## config.mk

```make
export PLATFORM = sky130hd
export DESIGN_NAME = trace_width_ctl
export DESIGN_NICKNAME = d
export VERILOG_FILES = /design/src/rtl/trace_pkg.sv /design/src/rtl/trace_tmo.sv /design/src/rtl/trace_width_ctl.sv
export SDC_FILE = /design/constraint.sdc
export NUM_CORES = 1
export LEC_CHECK = 0
export ABC_AREA = 1
export CORE_UTILIZATION = 46
export DETAILED_ROUTE_END_ITERATION = 10
export PLACE_DENSITY = 0.68
export REMOVE_ABC_BUFFERS = 1
export SYNTH_ARGS = -nofsm -noshare
export SYNTH_HDL_FRONTEND = slang
export SYNTH_SLANG_ARGS = --single-unit
```

## constraint.sdc

```tcl
create_clock -name clk -period 2.42 [get_ports clk]
set_input_delay 0.484 -clock clk [delete_from_list [all_inputs] [get_ports clk]]
set_output_delay 0.484 -clock clk [all_outputs]
set_load 0.05 [all_outputs]
```

## src/rtl/trace_pkg.sv

```systemverilog
// Shared types for the trace width controller:
// width codes, controller states and the probe order.
package trace_pkg;

  localparam logic [1:0] TW_1BIT = 2'b01;
  localparam logic [1:0] TW_2BIT = 2'b10;
  localparam logic [1:0] TW_4BIT = 2'b11;

  localparam int SETTLE_CYCLES = 4;

  typedef enum logic [2:0] {
    ST_RESET,
    ST_SETTLE,
    ST_PROBE,
    ST_FIXED,
    ST_LOCKED,
    ST_LOST
  } tw_state_e;

  // Probe order 4 -> 2 -> 1 -> 4; code 0 restarts at 4 bit.
  function automatic logic [1:0] next_width(input logic [1:0] w);
    logic [1:0] n;
    n = TW_4BIT;
    case (w)
      TW_4BIT: n = TW_2BIT;
      TW_2BIT: n = TW_1BIT;
      default: n = TW_4BIT;
    endcase
    return n;
  endfunction

endpackage

```

## src/rtl/trace_tmo.sv

```systemverilog
// Loadable down-counter with a registered expiry pulse,
// shared by the probe and lock watchdog phases.
module trace_tmo
  import trace_pkg::*;
#(
  parameter int TMO_BITS = 27
) (
  input  logic                clk,
  input  logic                rst,
  input  logic                i_load,
  input  logic [TMO_BITS-1:0] i_val,
  output logic                o_expire
);

  localparam logic [TMO_BITS-1:0] ONE = 1;

  logic [TMO_BITS-1:0] r_cnt;
  logic                r_exp;

  always_ff @(posedge clk or posedge rst) begin
    if (rst) begin
      r_cnt <= '0;
      r_exp <= 1'b0;
    end else begin
      r_exp <= !i_load && (r_cnt == ONE);
      if (i_load)
        r_cnt <= i_val;
      else if (r_cnt != '0)
        r_cnt <= r_cnt - ONE;
    end
  end

  assign o_expire = r_exp;

endmodule

```

## src/rtl/trace_width_ctl.sv

```systemverilog
// Trace bus width select, probe and lock supervision.
// Define TRACECTL_STATS_EN to build the frame/relock counters.
module trace_width_ctl
  import trace_pkg::*;
#(
  parameter int                  TMO_BITS      = 27,
  parameter logic [TMO_BITS-1:0] PROBE_TIMEOUT = 27'd1_000_000,
  parameter logic [TMO_BITS-1:0] LOCK_TIMEOUT  = 27'd100_000_000,
  parameter int                  RST_CYCLES    = 16
) (
  input  logic        clk,
  input  logic        rst,
  input  logic        cfgAuto,
  input  logic [1:0]  cfgWidth,
  input  logic        syncSeen,
  input  logic        frameToggle,
  output logic [1:0]  width,
  output logic        traceRst,
  output logic        locked,
  output logic [15:0] frameCount,
  output logic [7:0]  relockCount
);

  localparam int CNT_MAX =
    (RST_CYCLES > SETTLE_CYCLES) ? RST_CYCLES : SETTLE_CYCLES;
  localparam int CNT_W = $clog2(CNT_MAX);
  localparam logic [CNT_W-1:0] RST_LAST = CNT_W'(RST_CYCLES - 1);
  localparam logic [CNT_W-1:0] SET_LAST = CNT_W'(SETTLE_CYCLES - 1);
  localparam logic [CNT_W-1:0] CNT_ONE  = 1;
  localparam logic [TMO_BITS-1:0] T_ONE = 1;

  tw_state_e           r_state, w_nxt;
  logic [CNT_W-1:0]    r_cnt;
  logic [1:0]          r_width, w_width;
  logic                r_trst, r_locked;
  logic                r_auto, r_tog;
  logic [1:0]          r_cfgw;
  logic                w_cfg_chg, w_edge, w_act, w_exp, w_load;
  logic [TMO_BITS-1:0] w_val;

  assign w_cfg_chg = (cfgAuto != r_auto) ||
                     (!cfgAuto && (cfgWidth != r_cfgw));
  assign w_edge = frameToggle ^ r_tog;
  assign w_act  = syncSeen || w_edge;

  always_comb begin
    w_nxt = r_state;
    unique case (r_state)
      ST_RESET:  if (r_cnt == RST_LAST) w_nxt = ST_SETTLE;
      ST_SETTLE: if (r_cnt == SET_LAST)
                   w_nxt = cfgAuto ? ST_PROBE : ST_FIXED;
      ST_PROBE:  if (syncSeen) w_nxt = ST_LOCKED;
                 else if (w_exp) w_nxt = ST_RESET;
      ST_FIXED:  if (syncSeen) w_nxt = ST_LOCKED;
      ST_LOCKED: if (!w_act && w_exp) w_nxt = ST_LOST;
      ST_LOST:   w_nxt = ST_RESET;
      default:   w_nxt = ST_RESET;
    endcase
    if (r_state != ST_RESET && w_cfg_chg)
      w_nxt = ST_RESET;
  end

  // Width only moves while the front end is held in reset.
  always_comb begin
    w_width = r_width;
    if (r_state != ST_RESET && w_nxt == ST_RESET) begin
      if (w_cfg_chg)
        w_width = cfgAuto ? TW_4BIT : cfgWidth;
      else if (r_state == ST_PROBE)
        w_width = next_width(r_width);
    end else if (r_state == ST_RESET) begin
      if (!cfgAuto)
        w_width = cfgWidth;
      else if (r_width == 2'b00)
        w_width = TW_4BIT;
    end
  end

  always_comb begin
    w_load = (w_nxt == ST_PROBE && r_state != ST_PROBE) ||
             (w_nxt == ST_LOCKED &&
              (r_state != ST_LOCKED || w_act));
    w_val  = (w_nxt == ST_PROBE) ? PROBE_TIMEOUT - T_ONE
                                 : LOCK_TIMEOUT - T_ONE;
  end

  trace_tmo #(
    .TMO_BITS (TMO_BITS)
  ) u_tmo (
    .clk      (clk),
    .rst      (rst),
    .i_load   (w_load),
    .i_val    (w_val),
    .o_expire (w_exp)
  );

  always_ff @(posedge clk or posedge rst) begin
    if (rst) begin
      r_state  <= ST_RESET;
      r_cnt    <= '0;
      r_width  <= TW_4BIT;
      r_trst   <= 1'b1;
      r_locked <= 1'b0;
      r_auto   <= 1'b0;
      r_cfgw   <= 2'b00;
      r_tog    <= 1'b0;
    end else begin
      r_state  <= w_nxt;
      r_width  <= w_width;
      r_trst   <= (w_nxt == ST_RESET);
      r_locked <= (w_nxt == ST_LOCKED);
      r_auto   <= cfgAuto;
      r_cfgw   <= cfgWidth;
      r_tog    <= frameToggle;
      if (w_nxt != r_state)
        r_cnt <= '0;
      else if (r_state == ST_RESET || r_state == ST_SETTLE)
        r_cnt <= r_cnt + CNT_ONE;
    end
  end

  assign width    = r_width;
  assign traceRst = r_trst;
  assign locked   = r_locked;

`ifdef TRACECTL_STATS_EN
  logic [15:0] r_frames;
  logic [7:0]  r_relocks;

  always_ff @(posedge clk or posedge rst) begin
    if (rst) begin
      r_frames  <= '0;
      r_relocks <= '0;
    end else begin
      if (r_state == ST_LOCKED && w_edge)
        r_frames <= r_frames + 16'd1;
      if (r_state == ST_LOST && r_relocks != 8'hFF)
        r_relocks <= r_relocks + 8'd1;
    end
  end

  assign frameCount  = r_frames;
  assign relockCount = r_relocks;
`else
  assign frameCount  = '0;
  assign relockCount = '0;
`endif

endmodule

```

After elaboration in Yosys (flattened, before gate mapping):

Index checks and enable logic that the tools add are counted.

* bits in registers: 43
* input port bits: 7
* output and inout port bits: 28

* add/subtract/negate cells: 2
* equal/unequal tests: 18
* multiplexer cells: 22
* bitwise gates (word level): 1
* reductions and logical operators: 24

Operators by type and width (count)
* 27-bit 2-to-1 mux: 3
* 27-bit by 1-bit == test with 1-bit output (second input constant): 1
* 27-bit nonzero test: 1
* 27-bit by 1-bit subtractor with 27-bit output (second input constant): 1
* 3-bit 2-to-1 mux: 7
* 3-bit case mux with 5 select lines: 1
* 2-bit 2-to-1 mux: 7
* 3-bit by 2-bit == test with 1-bit output (second input constant): 3
* 4-bit 2-to-1 mux: 2
* 1-bit logical AND: 7
* 3-bit == test (second input constant): 2
* 3-bit zero test: 2
* 3-bit by 2-bit inequality test with 1-bit output (second input constant): 2
* 2-bit nonzero test: 3
* 1-bit logical OR: 5
* 4-bit by 1-bit adder with 4-bit output (second input constant): 1
* 2-bit == test (second input constant): 2
* 4-bit by 2-bit == test with 1-bit output (second input constant): 1
* 4-bit == test (second input constant): 1
* 2-bit case mux with 2 select lines: 1
* 3-bit by 1-bit == test with 1-bit output (second input constant): 1
* 1-bit zero test: 3
* 3-bit by 1-bit inequality test with 1-bit output (second input constant): 1
* 3-bit inequality test: 1
* 8 further kinds: 8

Depth between registers and ports, before layout:

* depth after elaboration: 12
* depth in mapped cells: 13

Cells and area by module:

A second synthesis with hierarchy kept.

* cell total of the unflattened synthesis: 423
* area total of the unflattened synthesis: 3036.7 um2

Modules (own cells, without submodules)
* trace_tmo: times used 1, cells each 276, area each 1890.6 um2
* trace_width_ctl: times used 1, cells each 147, area each 1146.1 um2

Least setup slack after synthesis:

No wires, ideal clock.

* path kind: register to register
* from: register u_tmo.r_cnt[0]
* to: register u_tmo.r_cnt[13]
* arrival time: 1.618 ns
* setup slack: 0.689 ns
* stages on the path, launching flop included: 12
* path buffers: 0
* path through: dfrtp_1 inv_1 ha_1 inv_1 nor2_4 nand4_1 nor2_1 nand2_2 inv_2 nand3_4 nand2_1 inv_1

* longest elaborated chain between the ends: 3

RTL lines
* start: declaration: RTL line trace_tmo.sv:17 `logic [TMO_BITS-1:0] r_cnt;`
* start signal: assignment: RTL line trace_tmo.sv:27 `r_cnt <= i_val;`
* start signal: assignment: RTL line trace_tmo.sv:29 `r_cnt <= r_cnt - ONE;`
* 27-bit by 1-bit subtractor with 27-bit output: RTL line trace_tmo.sv:29
* 27-bit 2-to-1 mux: RTL line trace_tmo.sv:28 `else if (r_cnt != '0)`
* 27-bit 2-to-1 mux: RTL line trace_tmo.sv:26 `if (i_load)`

Several ways; a longest one is shown, not always the timed one. The select of a mux whose other input is x is not followed.
A chain may end at the register's enable or synchronous reset.

Worst setup path in the final report:

* from: register r_width[1] (netlist: width[1])
* to: output width[1]

RTL lines
* start: declaration: RTL line trace_width_ctl.sv:34 `logic [1:0] r_width, w_width;`
* start signal: assignment: RTL line trace_width_ctl.sv:109 `r_width <= w_width;`
* end: declaration: RTL line trace_width_ctl.sv:17 `output logic [1:0] width,`

No word-level cell between the ends.

==> results.tsv <==
metric	value	unit
syn_area_per_cell	7.58	sq um
status	completed	
crit_type	reg -> out	
antennaDiodeCount	0	
antenna_found_initial	0	
initial_utilization	48.2	%
insertion_delay	0.30	ns
cts_made_buffers	5	
die_w	81.2	um
postLayoutCellArea	3130	sq um
port_buffers	10	
grt_pass1_vias	2172	
fin_crit_sh	89.5	%
rsz0062_at_grt	false	
via_per_inst	4.81	
post_cts_buffers	0	
clkTransAtPathRegs	0.09	ns
cts_tree	built	
seq_area_frac_synth	37.4	%
min_period	2.17	ns
crit_path_start_kind	flip-flop	
required	1.94	ns
p_leak	1.51	nW
final_max_slew_viol_count	0	
chipHeight	81.2	um
grt_pass1_wl	9.76	mm
cts_max_path_buffers	2	
crit_slowest_cell	clkdlybuf4s50_1	
holdBufCountCts	0	
max-cap-violations	0	
hold_violations	0	
synth_cell_types	31	
ys_warn_count	0	
wirelength	5.61	mm
core	5990	sq um
finalSetupTns	0	ns
ant_nets	0	
netlist_area	2890	sq um
netlist_instances	381	
overflow	0	
grt_max_degree	44	
cp_slowest_stage_delay	0.81	ns
ys_seq_elements	43	
rows	28	
hold_class	reg -> reg	
ir_worst_vdd	0.468	mV
crit_family	buffers and inverters	
post_drt_wl_per_cell	11.8	um
clock.fmax	462	MHz
crit_path_end_kind	primary output	
grt_usage	19.6	%
via_count	2286	
dp_hpwl	4.34	mm
cts_sinks	43	
final_common_cell	nand2_1	
cp_cell_sequence	clkdlybuf4s50_1	
critPathMaxFanout	5	
nNetsFinal	409	
cts_resized	0	
p_per_area	1030	nW/um^2
die_area	6600	sq um
ctsHtreeMaxLevel	2	
total_power	3.22	mW
fin_skew	0.00967	ns
post_dp_cell_area	3000	sq um
crit_arrival	1.68	ns
worstMarginPinSlew	0.537	ns
drtIter0Drc	115	
worst-path-buf-inv	1	
finalSetupViolCount	0	
drcViolationCount	0	
routabilityCongestion	1.00	
io_pins	35	
drive_above_1_share	13.3	%
final_cell_mix	nand2_1 (90), nor2_1 (65), dfrtp_1 (40)	
firstDrtPassIters	4	
relSlewSlack	63.8	%
cts_root_buffer	clkbuf_8	
syn_to_final_growth	8.32	%
## per-layer routing
layer | wire [um] | GRT usage (%) | vias up
met3 | 249 | 3.37 | 9
met1 | 2490 | 23.5 | 1055
li1 | - | - | 1159
met5 | 0 | 0 | -
met2 | 2790 | 35.1 | 63
met4 | 80 | 6.61 | 0
## worst paths after layout
kind                                 from               to  slack (ns)  cells after the start
setup / recovery                 width[1]         width[1]        0.25                      1
hold / removal                   width[0]         width[0]        0.50                      2
setup reg to reg           u_tmo.r_cnt[0]   u_tmo.r_cnt[6]        0.31                     11
hold reg to reg                  width[0]         width[0]        0.50                      2
max in group asynchronous             rst  u_tmo.r_cnt[13]        1.43                      3
min in group asynchronous             rst       r_state[2]        0.62                      3
## synthesized netlist by cell type
cell	count	share of area, %
a21oi_1	5	0.87
and3_1	1	0.22
buf_4	24	6.2
buf_8	1	0.52
conb_1	1	0.13
dfrtp_1	40	35
dfstp_2	3	2.7
ha_1	3	1.3
inv_1	40	5.2
inv_2	6	0.78
inv_6	1	0.30
mux2i_1	1	0.35
nand2_1	90	12
nand2_2	4	0.87
nand2_4	5	1.9
nand3_1	20	3.5
nand3_2	1	0.35
nand3_4	2	1.2
nand3b_1	2	0.52
nand3b_4	1	0.69
nand4_1	8	1.7
nor2_1	65	8.4
nor2_2	6	1.3
nor2_4	2	0.78
nor3_1	2	0.35
o21ai_0	6	1.0
o21ai_2	11	3.3
o21bai_1	1	0.26
or2_2	1	0.22
xnor2_1	8	2.4
xor2_1	20	6.1
## where the power goes
part	internal, mW	switching (mW)
Sequential	0.929	0.176
Combinational	0.510	0.938
Clock	0.413	0.259
## flip-flops by register name, indices dropped and copies added (netlist names), 2 cells and up
register     cells
u_tmo.r_cnt     27
r_cnt            4
r_state          3
r_cfgw           2
width            2
## cells by family (layout without fill, tap and decap cells)
family	Yosys count	after routing	share of synthesized area, %
adder cells (fa/ha/maj)	3	3	1.30
other	1	24	0.130
flip-flops	43	43	37.4
multiplexers	1	1	0.347
XOR/XNOR	28	28	8.49
AO/OA/AOI/OAI	23	23	5.50
AND/OR/NAND/NOR	210	210	33.8
buffers and inverters	72	68	13.0
## cell type report
type	count	area (sq um)
repair buffers	13	123
clock buffers	6	72.6
clock inverters	2	60.1
multi-input cells	289	1520
flip-flops and latches	43	1080
fillers	552	2860
well taps	75	93.8
inverters	47	181
## per-stage QoR
step	hold slack, ns	std cells	utilization, %	worst slack (ns)
after floorplan	0.475	379	-	0.667
after global placement	0.485	467	50.0	0.0841
after detailed placement	0.483	467	50.0	0.0270
after CTS	0.499	475	52.2	0.237
after global routing	0.536	475	52.2	0.0834
final	0.497	475	52.2	0.254
(Power assumes the default switching activity.)
